[src/rtl/riscv_pkg.sv]
// Shared RV32 front-end definitions: widths, reset defaults, opcode map and
// the fetch-stage state encoding.
package riscv_pkg;

   localparam int          XLEN             = 32;
   localparam logic [31:0] RESET_PC_DEFAULT = 32'h0000_0000;
   localparam logic [31:0] NOP              = 32'h0000_0013;

   localparam logic [6:0] OP_R      = 7'b0110011;
   localparam logic [6:0] OP_IMM    = 7'b0010011;
   localparam logic [6:0] OP_LOAD   = 7'b0000011;
   localparam logic [6:0] OP_STORE  = 7'b0100011;
   localparam logic [6:0] OP_BRANCH = 7'b1100011;
   localparam logic [6:0] OP_JAL    = 7'b1101111;
   localparam logic [6:0] OP_JALR   = 7'b1100111;
   localparam logic [6:0] OP_LUI    = 7'b0110111;
   localparam logic [6:0] OP_AUIPC  = 7'b0010111;

   typedef enum logic [1:0] {
      ST_FETCH = 2'd0,
      ST_VALID = 2'd1,
      ST_DRAIN = 2'd2,
      ST_FAULT = 2'd3
   } fetch_state_t;

   function automatic logic word_aligned(input logic [1:0] low_bits);
      return low_bits == 2'b00;
   endfunction

endpackage

[src/rtl/fetch_unit_pc_reg.sv]
// Program counter: async reset, redirect load (priority) or sequential +4,
// with a flag for a load of a non-word-aligned target.
module pc_reg #(
   parameter int               XLEN     = riscv_pkg::XLEN,
   parameter logic [XLEN-1:0]  RESET_PC = XLEN'(riscv_pkg::RESET_PC_DEFAULT)
) (
   input  logic            clk,
   input  logic            rst,
   input  logic            load,
   input  logic            incr,
   input  logic [XLEN-1:0] target,
   output logic [XLEN-1:0] pc,
   output logic            target_misaligned
);
   import riscv_pkg::*;

   assign target_misaligned = load && !word_aligned(target[1:0]);

   // +4 wraps naturally at the top of the address space.
   always_ff @(posedge clk or posedge rst) begin
      if (rst) begin
         pc <= RESET_PC;
      end else if (load) begin
         pc <= target;
      end else if (incr) begin
         pc <= pc + XLEN'(4);
      end
   end

endmodule

[src/rtl/fetch_unit.sv]
// Instruction fetch stage: owns the PC, keeps one imem request in flight,
// buffers the returned word for decode, and handles stall/redirect/fault.
module fetch_unit #(
   parameter int              XLEN     = riscv_pkg::XLEN,
   parameter logic [XLEN-1:0] RESET_PC = XLEN'(riscv_pkg::RESET_PC_DEFAULT)
) (
   input  logic            clk,
   input  logic            rst,
   output logic            imem_req,
   output logic [XLEN-1:0] imem_addr,
   input  logic            imem_valid,
   input  logic [31:0]     imem_rdata,
   output logic            instr_valid,
   output logic [31:0]     instr_out,
   output logic [XLEN-1:0] pc_out,
   output logic [XLEN-1:0] pc_plus4_out,
   input  logic            stall,
   input  logic            redirect,
   input  logic [XLEN-1:0] redirect_target,
   output logic            misalign_fault
);
   import riscv_pkg::*;

   // Handshake: imem_req/imem_addr form a request held until imem_valid
   // (same cycle or later); a response returned after a redirect is
   // dropped. instr_valid/instr_out are consumed on any cycle with !stall.

   fetch_state_t    state;
   logic [XLEN-1:0] pc;
   logic            pc_load;
   logic            pc_incr;
   logic            target_misaligned;
   logic            req_q;
   logic            valid_q;
   logic            fault_q;
   logic [31:0]     instr_q;

   assign pc_load = redirect && (state != ST_FAULT);
   assign pc_incr = (state == ST_VALID) && !stall;

   pc_reg #(.XLEN(XLEN), .RESET_PC(RESET_PC)) u_pc_reg (
      .clk               (clk),
      .rst               (rst),
      .load              (pc_load),
      .incr              (pc_incr),
      .target            (redirect_target),
      .pc                (pc),
      .target_misaligned (target_misaligned)
   );

   always_ff @(posedge clk or posedge rst) begin
      if (rst) begin
         state   <= ST_FETCH;
         req_q   <= 1'b0;
         valid_q <= 1'b0;
         fault_q <= 1'b0;
         instr_q <= NOP;
      end else begin
         case (state)
            ST_FETCH: begin
               // req_q low means nothing is in flight yet (first cycle out of reset).
               if (redirect && target_misaligned) begin
                  state   <= ST_FAULT;
                  req_q   <= 1'b0;
                  fault_q <= 1'b1;
               end else if (redirect) begin
                  if (req_q && !imem_valid) begin
                     state <= ST_DRAIN;
                     req_q <= 1'b0;
                  end else begin
                     req_q <= 1'b1;
                  end
               end else if (req_q && imem_valid) begin
                  instr_q <= imem_rdata;
                  state   <= ST_VALID;
                  req_q   <= 1'b0;
                  valid_q <= 1'b1;
               end else begin
                  req_q <= 1'b1;
               end
            end
            ST_VALID: begin
               if (redirect && target_misaligned) begin
                  state   <= ST_FAULT;
                  valid_q <= 1'b0;
                  fault_q <= 1'b1;
               end else if (redirect || !stall) begin
                  state   <= ST_FETCH;
                  req_q   <= 1'b1;
                  valid_q <= 1'b0;
               end
            end
            ST_DRAIN: begin
               // A redirect arriving with the stale response can refetch at once.
               if (redirect && target_misaligned) begin
                  state   <= ST_FAULT;
                  fault_q <= 1'b1;
               end else if (imem_valid) begin
                  state <= ST_FETCH;
                  req_q <= 1'b1;
               end
            end
            ST_FAULT: begin
               req_q   <= 1'b0;
               valid_q <= 1'b0;
            end
         endcase
      end
   end

   assign imem_req       = req_q;
   assign imem_addr      = pc;
   assign instr_valid    = valid_q;
   assign instr_out      = instr_q;
   assign pc_out         = pc;
   assign pc_plus4_out   = pc + XLEN'(4);
   assign misalign_fault = fault_q;

endmodule

[config.mk]
export PLATFORM = sky130hd
export DESIGN_NAME = fetch_unit
export DESIGN_NICKNAME = d
export VERILOG_FILES = /design/src/rtl/riscv_pkg.sv /design/src/rtl/fetch_unit_pc_reg.sv /design/src/rtl/fetch_unit.sv
export SDC_FILE = /design/constraint.sdc
export NUM_CORES = 1
export LEC_CHECK = 0
export BUFFER_PORTS_ARGS = -buffer_cell sky130_fd_sc_hd__buf_2
export CORE_MARGIN = 5
export CORE_UTILIZATION = 45
export DETAILED_ROUTE_END_ITERATION = 6
export GPL_TIMING_DRIVEN = 0
export PLACE_DENSITY = 0.89
export SYNTH_ARGS = -nofsm -noshare
export SYNTH_HDL_FRONTEND = slang
export SYNTH_SLANG_ARGS = --single-unit
[constraint.sdc]
create_clock -name clk -period 2.77 [get_ports clk]
set_clock_uncertainty 0.15 [all_clocks]
set_input_delay 0.277 -clock clk [delete_from_list [all_inputs] [get_ports clk]]
set_output_delay 0.277 -clock clk [all_outputs]
set_load 0.02 [all_outputs]
==> results.sh <==
export IMPL_cpPeakStageDelay_ps=380
export IMPL_critPathKind="reg2out"
export IMPL_synth_warnings=0
export IMPL_syn_instance_count=410
export IMPL_drt_iter0_markers=204
export IMPL_rows=34
export IMPL_endpoint_kind="output port"
export IMPL_post_place_cells=716
export IMPL_synth_edf_count=0
export IMPL_die_h_um=105
export IMPL_r2r_setup_slack_ps=280
export IMPL_vdd_drop_max_mv=0.654
export IMPL_min_period_over_period_pct=95.2
export IMPL_cts_tree="yes"
export IMPL_power_density_nw_per_um2=1240
export IMPL_ys_ff_latch=69
export IMPL_critPathMaxFanout=7
export IMPL_core_um2=8760
export IMPL_final_area_um2=5670
export IMPL_root_buffer="clkbuf_8"
export IMPL_hold_ws_ps=-21.3
export IMPL_arrival_ps=2210
export IMPL_synthArstFlopShare_pct=100
export IMPL_htree_levels=3
export IMPL_max_cap_violations=0
export IMPL_diodes=0
export IMPL_syn_nets=484
export IMPL_rsz0062_at_grt="yes"
export IMPL_synthFlopType="dfrtp_1"
export IMPL_status="complete, but fails checks"
export IMPL_finalNetCount=717
export IMPL_antenna_found_initial=0
export IMPL_numCtsBuffers=9
export IMPL_area_delta_synth_final_pct=39.6
export IMPL_die_w_um=105
export IMPL_postLayoutCoreUtil_pct=64.7
export IMPL_insertion_delay_ps=340
export IMPL_max_slew_margin_pct=43.3
export IMPL_ys_seq_area_share_pct=42.6
export IMPL_setup_viol=0
export IMPL_drive_gt1_share_pct=48.0
export IMPL_cts_sinks=69
export IMPL_numPortBuffers=198
export IMPL_reg2regPathDepth=7
export IMPL_syn_avg_cell_area_um2=9.91
export IMPL_hold_violations=52
export IMPL_syn_cell_area_um2=4060
export IMPL_clk_pin_slew_worst_paths_ps=80
export IMPL_routed_via_density=5.14
export IMPL_first_pass_iters=5
export IMPL_post_drt_wl_per_cell_um=16.5
export IMPL_r2r_start="state[1]$_DFFE_PP0P_"
export IMPL_fin_ws_ps=132
export IMPL_num_io_pins=200
export IMPL_instances_no_fill=756
export IMPL_leakage_nw=2.81
export IMPL_grt_ovfl_total=0
export IMPL_layout_min_cycle_time_ps=2640
export IMPL_violations="negative hold slack"
export IMPL_slew_viol_final=0
export IMPL_synth_distinct_cells=42
export IMPL_cpMaxStageDelayCell="dfrtp_1"
export IMPL_cts_buffer_depth=2
export IMPL_grt_usage_pct=22.4
export IMPL_grt_start_max_net_pins=70
export IMPL_finalPower_mw=7.04
export IMPL_initial_core_util_pct=46.3
export IMPL_rr_endpoint="u_pc_reg.pc[22]$_DFFE_PP0P_"
export IMPL_ant_nets=0
export IMPL_fmax_mhz=379
export IMPL_globalplace_congestion=0.827
export IMPL_place_ws_ps=88.4
export IMPL_worst_pin_slew_ps=850
export IMPL_dpl_cell_area_um2=5190
export IMPL_required_ps=2340
export IMPL_wirelength_mm=12.5
export IMPL_path_cells="buf_1, and2_1, nand4_1, nor3_2, and4_1, xor2_1, buf_2"
export IMPL_dp_hpwl_mm=9.34
export IMPL_vias=3886
export IMPL_min_path_type="in2async"
export IMPL_route_detailed_drc=0
export IMPL_grt_first_pass_wirelength_mm=20.4
export IMPL_grt_pass1_vias=4100
export IMPL_cp_start_kind="flip-flop"
export IMPL_die_area_um2=11000
-- metrics by stage --
step           setup TNS (ps)  hold WS (ps)
2_1_floorplan               0           244
3_3_place_gp           -12970           300
3_5_place_dp                0           301
4_1_cts                     0        0.0684
5_1_grt                 -24.2          1.29
6_report                    0         -21.3
-- routing by layer --
layer	vias to the layer above	part of all wire, %	global-route usage (%)
met4	0	2.4	8.40
met1	1839	38	25.4
met3	25	9.0	6.54
li1	1834	-	-
met2	188	51	39.7
met5	-	0	0
-- cell usage in the layout (no fill, tap or decap), types with 3 or more instances in the layout --
cell type	n
mux2_2	35
nor2b_1	3
ha_1	5
clkbuf_1	10
nor3_1	3
clkbuf_8	11
o21ai_1	6
xor2_1	30
nand2_1	51
and3_1	7
o21ai_0	25
and2_1	5
nor2_1	10
nand2b_1	3
dlygate4sd3_1	22
buf_4	37
buf_2	206
nand3_1	19
nand4_1	17
dfrtp_1	64
xnor2_1	27
nor4_1	3
and4_1	5
inv_1	7
dfstp_2	3
-- timing repair --
item	in CTS	in global routing
pin swaps	2	3
endpoints found under the setup margin	9	8
buffers inserted	1	2
hold endpoints to repair	21	1
gates resized for setup	3	6
hold buffers	21	1
-- worst max-delay path: cells and delay by family (launching register included) --
kind / cells / cell delay, ps
buf+inv: 2 / 470
simple gates: 4 / 900
xor+xnor: 1 / 130
flops: 1 / 380
-- Yosys cell counts (4+ instances only) --
cell	n	area (um^2)
nor2_1	12	45.0
and3_1	7	43.8
clkbuf_1	12	45.0
buf_2	8	40.0
o21ai_0	25	125
inv_1	8	30.0
xor2_1	30	263
nor3_1	4	20.0
xnor2_1	27	236
nand3_1	19	95.1
nand2_1	51	191
ha_1	5	62.6
dfrtp_1	66	1650
and2_1	5	31.3
buf_4	34	255
o21ai_1	6	30.0
nand4_1	17	106
mux2_2	35	394
and4_1	5	43.8
-- report_power, final --
part,internal [mW],switching [mW]
combinational,1.65,2.41
sequential,1.50,0.609
clock,0.465,0.401
-- worst max-delay path by stage --
| stage | from | to | slack (ps) | cells past startpoint |
|---|---|---|---|---|
| 2_1_floorplan | u_pc_reg.pc[2]$_DFFE_PP0P_ | pc_plus4_out[22] | 410 | 6 |
| 3_3_place_gp | rst | u_pc_reg.pc[6]$_DFFE_PP0P_ | -200 | 2 |
| 3_5_place_dp | u_pc_reg.pc[2]$_DFFE_PP0P_ | pc_plus4_out[22] | 90 | 7 |
| 4_1_cts | u_pc_reg.pc[15]$_DFFE_PP0P_ | pc_plus4_out[22] | 20 | 6 |
| 5_1_grt | u_pc_reg.pc[19]$_DFFE_PP0P_ | pc_plus4_out[31] | -10 | 7 |
| 6_report | u_pc_reg.pc[19]$_DFFE_PP0P_ | pc_plus4_out[31] | 130 | 7 |
-- kinds of logic after synthesis --
kind of cell,count (synthesis),synth area share (%)
simple gates,137,18.3
flops,69,42.6
buf+inv,63,9.21
xor+xnor,57,12.3
compound gates,43,6.07
mux,36,9.95
fa+ha+maj,5,1.54
-- cell type report --
type	count	area [um^2]
multi-input cells	278	1980
clock inverters	5	58.8
clock buffers	11	151
plain buffers	54	340
repair buffers	223	1230
flip-flops and latches	69	1730
inverters	8	32.5
fillers	705	3100
well taps	108	135
Note: power is estimated with default switching activity, not from simulation.
